File: src/rtl/fp_cmd_queue_if.sv
// rtl/fp_cmd_queue_if.sv - CPU/execution-core signal bundle for fp_cmd_queue
interface fp_cmd_queue_if #(
  parameter int OP_W  = 32,
  parameter int SEL_W = 3,
  parameter int CNT_W = 4
);
  logic             op_strobe;
  logic [OP_W-1:0]  op1;
  logic [OP_W-1:0]  op2;
  logic [SEL_W-1:0] op_sel;
  logic             exec_start;
  logic [OP_W-1:0]  exec_op1;
  logic [OP_W-1:0]  exec_op2;
  logic [SEL_W-1:0] exec_op_sel;
  logic             exec_done;
  logic             result_full;
  logic             queue_full;
  logic             queue_empty;
  logic [CNT_W-1:0] count;
  logic             busy;
  logic             overflow;
  logic [15:0]      issue_cnt;

  modport master (
    output op_strobe, op1, op2, op_sel, exec_done, result_full,
    input  exec_start, exec_op1, exec_op2, exec_op_sel,
           queue_full, queue_empty, count, busy, overflow, issue_cnt
  );

  modport slave (
    input  op_strobe, op1, op2, op_sel, exec_done, result_full,
    output exec_start, exec_op1, exec_op2, exec_op_sel,
           queue_full, queue_empty, count, busy, overflow, issue_cnt
  );
endinterface

File: src/rtl/fp_cmd_queue.sv
// rtl/fp_cmd_queue.sv - FP command FIFO and start/done issue controller
// Optional issue counter enabled by defining FP_CMD_ISSUE_CNT_EN.
module fp_cmd_queue #(
  parameter int DEPTH = 8,
  parameter int OP_W  = 32,
  parameter int SEL_W = 3
) (
  input logic           clk,
  input logic           n_rst,
  fp_cmd_queue_if.slave bus
);
  localparam int AW = $clog2(DEPTH);
  localparam int CW = AW + 1;
  localparam int EW = 2 * OP_W + SEL_W;

  typedef enum logic [1:0] {IDLE, ISSUE, WAIT} state_t;

  state_t           state;
  logic             strobe_q;
  logic [AW-1:0]    wr_ptr;
  logic [AW-1:0]    rd_ptr;
  logic [CW-1:0]    cnt;
  logic             overflow_q;
  logic             exec_start_q;
  logic             busy_q;
  logic [OP_W-1:0]  exec_op1_q;
  logic [OP_W-1:0]  exec_op2_q;
  logic [SEL_W-1:0] exec_op_sel_q;
  logic [EW-1:0]    mem [DEPTH];

  logic push, pop, do_push, full, empty;

  assign full    = (cnt == CW'(DEPTH));
  assign empty   = (cnt == '0);
  assign push    = bus.op_strobe & ~strobe_q;
  assign pop     = (state == IDLE) && !empty && !bus.result_full;
  // A pop in the same cycle frees a slot, so a push while full still lands.
  assign do_push = push && (!full || pop);

  always_ff @(posedge clk) begin
    if (do_push) mem[wr_ptr] <= {bus.op1, bus.op2, bus.op_sel};
  end

  always_ff @(posedge clk or negedge n_rst) begin
    if (!n_rst) begin
      strobe_q   <= 1'b0;
      wr_ptr     <= '0;
      rd_ptr     <= '0;
      cnt        <= '0;
      overflow_q <= 1'b0;
    end else begin
      strobe_q <= bus.op_strobe;
      if (do_push) wr_ptr <= wr_ptr + AW'(1);
      if (pop) rd_ptr <= rd_ptr + AW'(1);
      if (do_push && !pop) cnt <= cnt + CW'(1);
      else if (pop && !do_push) cnt <= cnt - CW'(1);
      if (push && !do_push) overflow_q <= 1'b1;
    end
  end

  always_ff @(posedge clk or negedge n_rst) begin
    if (!n_rst) begin
      state         <= IDLE;
      exec_start_q  <= 1'b0;
      busy_q        <= 1'b0;
      exec_op1_q    <= '0;
      exec_op2_q    <= '0;
      exec_op_sel_q <= '0;
    end else begin
      case (state)
        IDLE: begin
          if (pop) begin
            {exec_op1_q, exec_op2_q, exec_op_sel_q} <= mem[rd_ptr];
            exec_start_q <= 1'b1;
            busy_q       <= 1'b1;
            state        <= ISSUE;
          end
        end
        ISSUE: begin
          exec_start_q <= 1'b0;
          if (bus.exec_done) begin
            busy_q <= 1'b0;
            state  <= IDLE;
          end else begin
            state <= WAIT;
          end
        end
        WAIT: begin
          if (bus.exec_done) begin
            busy_q <= 1'b0;
            state  <= IDLE;
          end
        end
        default: begin
          exec_start_q <= 1'b0;
          busy_q       <= 1'b0;
          state        <= IDLE;
        end
      endcase
    end
  end

`ifdef FP_CMD_ISSUE_CNT_EN
  logic [15:0] issue_cnt_q;

  // Counts at the same edge exec_start rises; wraps naturally at 16 bits.
  always_ff @(posedge clk or negedge n_rst) begin
    if (!n_rst) issue_cnt_q <= '0;
    else if (pop) issue_cnt_q <= issue_cnt_q + 16'd1;
  end

  assign bus.issue_cnt = issue_cnt_q;
`else
  assign bus.issue_cnt = '0;
`endif

  assign bus.exec_start  = exec_start_q;
  assign bus.exec_op1    = exec_op1_q;
  assign bus.exec_op2    = exec_op2_q;
  assign bus.exec_op_sel = exec_op_sel_q;
  assign bus.queue_full  = full;
  assign bus.queue_empty = empty;
  assign bus.count       = cnt;
  assign bus.busy        = busy_q;
  assign bus.overflow    = overflow_q;
endmodule

File: src/flat_wrapper.sv
// flat-port wrapper written by rule: the top's interface ports become plain ports
module fp_cmd_queue_flat 
#(
  parameter int DEPTH = 8,
  parameter int OP_W  = 32,
  parameter int SEL_W = 3
)
  (clk, n_rst, bus_op_strobe, bus_op1, bus_op2, bus_op_sel, bus_exec_done, bus_result_full, bus_exec_start, bus_exec_op1, bus_exec_op2, bus_exec_op_sel, bus_queue_full, bus_queue_empty, bus_count, bus_busy, bus_overflow, bus_issue_cnt);
  fp_cmd_queue_if #(.OP_W(OP_W), .SEL_W(SEL_W), .CNT_W(($clog2(DEPTH) + 1))) bus_i ();
  input logic clk;
  input logic n_rst;
  input wire logic [$bits(bus_i.op_strobe)-1:0] bus_op_strobe;
  input wire logic [$bits(bus_i.op1)-1:0] bus_op1;
  input wire logic [$bits(bus_i.op2)-1:0] bus_op2;
  input wire logic [$bits(bus_i.op_sel)-1:0] bus_op_sel;
  input wire logic [$bits(bus_i.exec_done)-1:0] bus_exec_done;
  input wire logic [$bits(bus_i.result_full)-1:0] bus_result_full;
  output wire logic [$bits(bus_i.exec_start)-1:0] bus_exec_start;
  output wire logic [$bits(bus_i.exec_op1)-1:0] bus_exec_op1;
  output wire logic [$bits(bus_i.exec_op2)-1:0] bus_exec_op2;
  output wire logic [$bits(bus_i.exec_op_sel)-1:0] bus_exec_op_sel;
  output wire logic [$bits(bus_i.queue_full)-1:0] bus_queue_full;
  output wire logic [$bits(bus_i.queue_empty)-1:0] bus_queue_empty;
  output wire logic [$bits(bus_i.count)-1:0] bus_count;
  output wire logic [$bits(bus_i.busy)-1:0] bus_busy;
  output wire logic [$bits(bus_i.overflow)-1:0] bus_overflow;
  output wire logic [$bits(bus_i.issue_cnt)-1:0] bus_issue_cnt;
  assign bus_i.op_strobe = bus_op_strobe;
  assign bus_i.op1 = bus_op1;
  assign bus_i.op2 = bus_op2;
  assign bus_i.op_sel = bus_op_sel;
  assign bus_i.exec_done = bus_exec_done;
  assign bus_i.result_full = bus_result_full;
  assign bus_exec_start = bus_i.exec_start;
  assign bus_exec_op1 = bus_i.exec_op1;
  assign bus_exec_op2 = bus_i.exec_op2;
  assign bus_exec_op_sel = bus_i.exec_op_sel;
  assign bus_queue_full = bus_i.queue_full;
  assign bus_queue_empty = bus_i.queue_empty;
  assign bus_count = bus_i.count;
  assign bus_busy = bus_i.busy;
  assign bus_overflow = bus_i.overflow;
  assign bus_issue_cnt = bus_i.issue_cnt;
  fp_cmd_queue #(.DEPTH(DEPTH), .OP_W(OP_W), .SEL_W(SEL_W)) u_core (.clk(clk), .n_rst(n_rst), .bus(bus_i));
endmodule
File: config.mk
export PLATFORM = sky130hd
export DESIGN_NAME = fp_cmd_queue_flat
export DESIGN_NICKNAME = d
export VERILOG_FILES = /design/src/rtl/fp_cmd_queue_if.sv /design/src/rtl/fp_cmd_queue.sv /design/src/flat_wrapper.sv
export SDC_FILE = /design/constraint.sdc
export NUM_CORES = 1
export LEC_CHECK = 0
export ABC_CLOCK_PERIOD_IN_PS = 22800
export BUFFER_PORTS_ARGS = -buffer_cell sky130_fd_sc_hd__buf_2
export CORE_MARGIN = 2
export CORE_UTILIZATION = 40
export DETAILED_ROUTE_END_ITERATION = 10
export GPL_TIMING_DRIVEN = 0
export PLACE_DENSITY = 0.6
export SYNTH_ARGS = -nofsm -noshare
export SYNTH_HDL_FRONTEND = slang
export SYNTH_SLANG_ARGS = --single-unit
File: constraint.sdc
create_clock -name clk -period 22.8 [get_ports clk]
set_clock_uncertainty 0.1 [all_clocks]
set_input_delay 4.56 -clock clk [delete_from_list [all_inputs] [get_ports clk]]
set_output_delay 4.56 -clock clk [all_outputs]
set_load 0.05 [all_outputs]
==> results_dict.tcl, run 1 <==
set metrics [dict create \
    grt.total_usage_pct 18.44 \
    rsz0062_at_grt "false" \
    relSlewSlack_pct 39.10 \
    fin_crit_ns 7.019 \
    timing.fmax_mhz 142.5 \
    synth_flop_cell "edfxtp_1" \
    tightest_slew_ns 0.9085 \
    yosys.area.top_type "edfxtp_1" \
    layout.nets 1750 \
    worstPathArrival_ns 7.39 \
    status "finished, final reports clean" \
    dieArea_mm2 0.06146 \
    hold_start "u_core.bus.exec_op1[22]$_DFFE_PN0P_" \
    combPwrFrac_pct 34.2 \
    pwr-share-seq_pct 39.6 \
    n_fill_cell 4929 \
    r2r-start "u_core.state[1]$_DFFE_PN0P_" \
    powerDensity_mw_per_mm2 129.8 \
    antenna_found_initial 9 \
    leakage_uw 0.01076 \
    pwr-share-clk_pct 26.2 \
    overflow 0 \
    io_buffers 147 \
    utilization_pct 47.89 \
    die_h_um 247.9 \
    syn_area_per_cell_um2 17.12 \
    finalSetupTns_ns 0 \
    holdPathEnd "u_core.bus.exec_op1[22]$_DFFE_PN0P_" \
    drc 0 \
    finalHoldViolations 0 \
    vias 12948 \
    gp_congestion 0.7227 \
    placed_area_mm2 0.02630 \
    routed_wl_um 56800 \
    synth_edf_count 536 \
    wl_per_cell_um 22.78 \
    grt_pass1_vias 13178 \
    holdCritPathClass "reg2reg" \
    drv_slew 0 \
    start_util_pct 40.40 \
    cts_hold_buf 0 \
    cts.repair.resized 0 \
    post_cts_buffers 0 \
    r2r.worst_path.cells 13 \
    hold_depth 2 \
    synth_commonest_cells "536 x edfxtp_1, 269 x mux2i_1, 145 x nand2_1" \
    holdWs_ns 0.3690 \
    period_share_pct 30.78 \
    finalSetupViolCount 0 \
    syn_area_mm2 0.02380 \
    ys_types 39 \
    grt_max_degree 53 \
    maxCapViolCount 0 \
    fp.dieW_um 247.9 \
    cts_buffer_depth 3 \
    path_class "in2reg" \
    rows 89 \
    crit_required_ns 23.17 \
    ys_warn_count 0 \
    numCtsBuffers 61 \
    cts_tree "done" \
    cts_htree_levels 2 \
    critPathCaptureType "flop" \
    fin_area_mm2 0.02821 \
    internal_power_uw 2330 \
    ff2ff_setup_slack_ns 19.14 \
    ir_drop_mv 0.08875 \
    async_reset_ff_share_pct 13.41 \
    ys_ff_latch 619 \
    syn_to_final_growth_pct 18.56 \
    firstDrtPassIters 6 \
    total_power_uw 3663 \
    swShare_pct 36.39 \
    yosysMostFrequentCell "edfxtp_1" \
    clk_pin_slew_worst_paths_ns 0.06 \
    syn_inst 1390 \
    ant_nets 0 \
    viasPerCell 5.192 \
    clock-sinks 619 \
    ys_seq_area_share_pct 76.37 \
    layout-drive-gt1-share_pct 21.59 \
    pin_count 164 \
    critPathMaxFanout 10 \
    synthTopCellsByArea "edfxtp_1 68%, mux2i_1 11%, dfrtp_1 8.7%, a22oi_1 4.2%, nand2_1 2.3%" \
    clock_latency_ns 0.61 \
    core_mm2 0.05891 \
    reg2reg_to "u_core.bus.count[3]$_DFFE_PN0P_" \
    p_switching_uw 1333 \
    drt_iter0_markers 1091 \
    synthDominantCellAreaShare_pct 67.64 \
    cp-start-kind "primary input" \
    grt_first_pass_wirelength_um 83370 \
    cts_root_buf "clkbuf_16" \
    dp_hpwl_um 37870 \
]
-- state kept, by name, summed over array words and instances, names as in the netlist --
signal                  flops
u_core.bus.exec_start       1
u_core.state                2
u_core.bus.exec_op2        32
u_core.bus.exec_op1        32
u_core.bus.busy             1
u_core.rd_ptr               3
u_core.bus.count            4
u_core.wr_ptr               3
u_core.bus.exec_op_sel      3
u_core.strobe_q             1
u_core.mem                536
u_core.bus.overflow         1
-- cell usage in the layout (no fill, tap or decap), types with 4 or more instances in the layout --
| master | n |
|---|---|
| clkbuf_1 | 40 |
| nand2b_1 | 4 |
| nand3_1 | 67 |
| clkinv_2 | 8 |
| edfxtp_1 | 536 |
| nor3_2 | 4 |
| buf_12 | 4 |
| ha_1 | 8 |
| nor2b_1 | 4 |
| inv_1 | 4 |
| buf_2 | 167 |
| buf_16 | 6 |
| o21ai_0 | 8 |
| conb_1 | 16 |
| mux2i_1 | 269 |
| clkbuf_16 | 61 |
| buf_1 | 6 |
| nor2_4 | 4 |
| a22oi_1 | 134 |
| dfrtp_1 | 83 |
| buf_6 | 27 |
| xnor2_1 | 5 |
| nand2_1 | 145 |
| clkbuf_8 | 11 |
| buf_4 | 61 |
-- layout make-up --
type	instances	area (µm²)	area share [%]
flip-flops and latches	619	18170	64.41
multi-input cells	689	5155	18.27
clock buffers	96	1768	6.266
repair buffers	201	1434	5.082
well taps	773	967.2	3.428
plain buffers	91	551.8	1.956
clock inverters	16	135.1	0.4790
inverters	6	22.52	0.07983
diodes	3	7.507	0.02661
-- worst max-delay path, stage by stage --
cell       delay [ns]
buf_2            0.12
nand2b_1         0.30
nor2_4           0.41
inv_2            0.08
buf_6            0.19
buf_4            0.21
ha_1             0.24
inv_1            0.18
ha_1             0.26
a21o_1           0.20
a2111oi_0        0.47
o31ai_1          0.15
-- how the worst max path moves through the flow --
stage	endpoint	from
2_1_floorplan	u_core.mem[0][0]$_DFFE_PP_	bus_result_full
3_3_place_gp	u_core.mem[0][18]$_DFFE_PP_	bus_result_full
3_5_place_dp	u_core.bus.count[3]$_DFFE_PN0P_	bus_result_full
4_1_cts	u_core.bus.count[3]$_DFFE_PN0P_	bus_result_full
5_1_grt	u_core.bus.count[3]$_DFFE_PN0P_	bus_result_full
6_report	u_core.bus.count[3]$_DFFE_PN0P_	bus_result_full
-- cells by family (layout without fill, tap and decap cells) --
group,after synthesis,in the layout,share of synthesized area (%)
DFF,619,619,76.37
muxes,271,271,11.43
and+or+nand+nor,238,238,4.432
AOI/OAI and AO/OA,149,149,4.622
buffers and inverters,97,410,2.413
adders and majority gates,9,9,0.5048
xor gates and xnor gates,6,6,0.2208
other,1,19,0.01576
-- power groups by stage --
stage          Sequential [µW]  Clock [µW]  Combinational, µW
6_report                  1450         958               1250
5_1_grt                   1470        1020               1350
4_1_cts                   1450         977               1270
3_5_place_dp              1470           0               1260
3_3_place_gp              1490           0               1220
2_1_floorplan             1700           0                640
-- layer usage --
layer  wire length (µm)  track usage [%]  vias to the layer above
met4               1001            4.949                       14
met5                 98                0                        -
li1                   -                -                     5897
met1              24850            25.10                     6563
met2              27460            30.30                      388
met3               3394            3.633                       86
-- stage by stage --
| stage | cells | worst slack, ns |
|---|---|---|
| final | 2494 | 15.78 |
| after global routing | 2492 | 15.69 |
| after CTS | 2491 | 15.85 |
| after detailed placement | 2379 | 15.21 |
| after global placement | 2325 | 3.553 |
| after floorplan | 1405 | 10.75 |
Note: power is estimated with default switching activity, not from simulation.
==> inputs of run 2 (changes only) <==
- ABC_CLOCK_PERIOD_IN_PS: 22800 -> 6500
- clock period: 22.8 -> 6.5 ns (I/O delays scaled with it)
==> results_dict.tcl, run 2 (synthesis results as in run 1) <==
set metrics [dict create \
    status "finished, final reports clean" \
    path_class "in2reg" \
    n_fill_cell 4912 \
    final_cell_mix "536 x edfxtp_1, 269 x mux2i_1, 167 x buf_2" \
    fp.dieW_um 247.9 \
    p_switching_uw 4753 \
    wl_per_cell_um 22.99 \
    path_cells "buf_2 -> nand2b_1 -> nor2_4 -> inv_2 -> buf_6 -> buf_4 -> ha_1 -> inv_1 -> ha_1 -> a21o_1 -> a2111oi_0 -> o31ai_1" \
    grt_first_pass_wirelength_um 84150 \
    drt_iter0_markers 951 \
    pin_count 164 \
    dp_hpwl_um 37730 \
    top_register "u_core.mem" \
    total_power_uw 13180 \
    die_h_um 247.9 \
    combPwrFrac_pct 33.5 \
    critPathMaxFanout 10 \
    ir_drop_mv 0.3212 \
    finalSetupTns_ns 0 \
    cts_root_buf "clkbuf_16" \
    holdWs_ns 0.3674 \
    cts_htree_levels 3 \
    ff2ff_setup_slack_ns 2.91 \
    numCtsBuffers 66 \
    holdCritPathClass "reg2reg" \
    critPathCaptureType "flop" \
    finalSetupViolCount 0 \
    cts_hold_buf 0 \
    timing.fmax_mhz 267.6 \
    routed_wl_um 57360 \
    crit_required_ns 6.86 \
    layout.nets 1747 \
    cp-start-kind "primary input" \
    dieArea_mm2 0.06146 \
    layout-drive-gt1-share_pct 21.78 \
    ant_nets 0 \
    tightest_slew_ns 0.9160 \
    largest_register_ff_count 536 \
    drc 0 \
    antenna_found_initial 10 \
    cp_slowest_cell "a2111oi_0" \
    crit_family "compound AO/OA/AOI/OAI gates" \
    start_util_pct 40.40 \
    fin_crit_ns 3.737 \
    fin_area_mm2 0.02845 \
    clock-sinks 619 \
    rsz0062_at_grt "false" \
    layout_commonest_cell "edfxtp_1" \
    path_buf_inv 5 \
    core_mm2 0.05891 \
    relSlewSlack_pct 38.79 \
    gp_congestion 0.7327 \
    powerDensity_mw_per_mm2 463.2 \
    pwr-share-seq_pct 38.7 \
    stdcell_count 2495 \
    cts.repair.resized 0 \
    worstPathArrival_ns 4.09 \
    post_cts_buffers 0 \
    finalHoldViolations 0 \
    viasPerCell 5.218 \
    cts_tree "done" \
    placed_area_mm2 0.02632 \
    grt_pass1_vias 13151 \
    grt_max_degree 53 \
    dpl.cell_count 2371 \
    rows 89 \
    period_share_pct 57.49 \
    leakage_uw 0.01085 \
    firstDrtPassIters 5 \
    maxCapViolCount 0 \
    io_buffers 147 \
    drv_slew 0 \
    grt.total_usage_pct 18.78 \
    crit_path_frequent_cell "ha_1" \
    internal_power_uw 8426 \
    cpPeakStageDelay_ns 0.47 \
    vias 13020 \
    clk_pin_slew_worst_paths_ns 0.06 \
    clock_latency_ns 0.59 \
    syn_to_final_growth_pct 19.56 \
    pwr-share-clk_pct 27.8 \
    overflow 0 \
    swShare_pct 36.06 \
    cts_buffer_depth 3 \
]
[run 2: final timing paths]
path / endpoint / startpoint / cells past startpoint
worst max-delay path: u_core.bus.count[3]$_DFFE_PN0P_ / bus_result_full / 12
worst min-delay path: u_core.bus.exec_op1[31]$_DFFE_PN0P_ / u_core.bus.exec_op1[31]$_DFFE_PN0P_ / 2
worst max register to register: u_core.bus.count[3]$_DFFE_PN0P_ / u_core.state[0]$_DFFE_PN0P_ / 13
worst min register to register: u_core.bus.exec_op1[31]$_DFFE_PN0P_ / u_core.bus.exec_op1[31]$_DFFE_PN0P_ / 2
max in group asynchronous: u_core.bus.exec_op2[1]$_DFFE_PN0P_ / n_rst / 2
min in group asynchronous: u_core.bus.exec_op1[2]$_DFFE_PN0P_ / n_rst / 1
[run 2: power by group through the flow]
stage | clock [µW] | sequential (µW) | combinational, µW
after floorplan | 0 | 5950 | 2240
after global placement | 0 | 5220 | 4300
after detailed placement | 0 | 5180 | 4450
after CTS | 3730 | 5110 | 4470
after global routing | 3890 | 5150 | 4750
final | 3670 | 5100 | 4410
[run 2: stage by stage]
stage               util (%)  worst slack (ns)
CTS                    48.28             2.839
detailed placement     44.68             2.224
global route           48.28             2.671
global placement       43.40            -5.801
floorplan                  -           -0.4824
finish                 48.30             2.763
[run 2: area by class of cell]
cell class / instances / area (µm²) / share of cell area (%)
Clock buffer: 96 / 1888 / 6.636
Antenna cell: 5 / 12.51 / 0.04398
Tap cell: 773 / 967.2 / 3.399
Timing Repair Buffer: 193 / 1438 / 5.053
Inverter: 6 / 22.52 / 0.07916
Multi-Input combinational cell: 689 / 5170 / 18.17
Sequential cell: 619 / 18170 / 63.87
Clock inverter: 23 / 229.0 / 0.8048
Buffer: 91 / 551.8 / 1.939
[run 2: metal layers]
metal	part of all wire [%]	GRT usage (%)	up-vias
met2	48	30.43	379
met4	2.1	5.442	12
met3	5.7	3.687	99
li1	-	-	5896
met5	0.13	0	-
met1	44	25.79	6634
[run 2: worst min-delay path: cells and delay by family (launching register included)]
kind	cells	cell delay [ns]
flops	1	0.33
simple gates	2	0.10
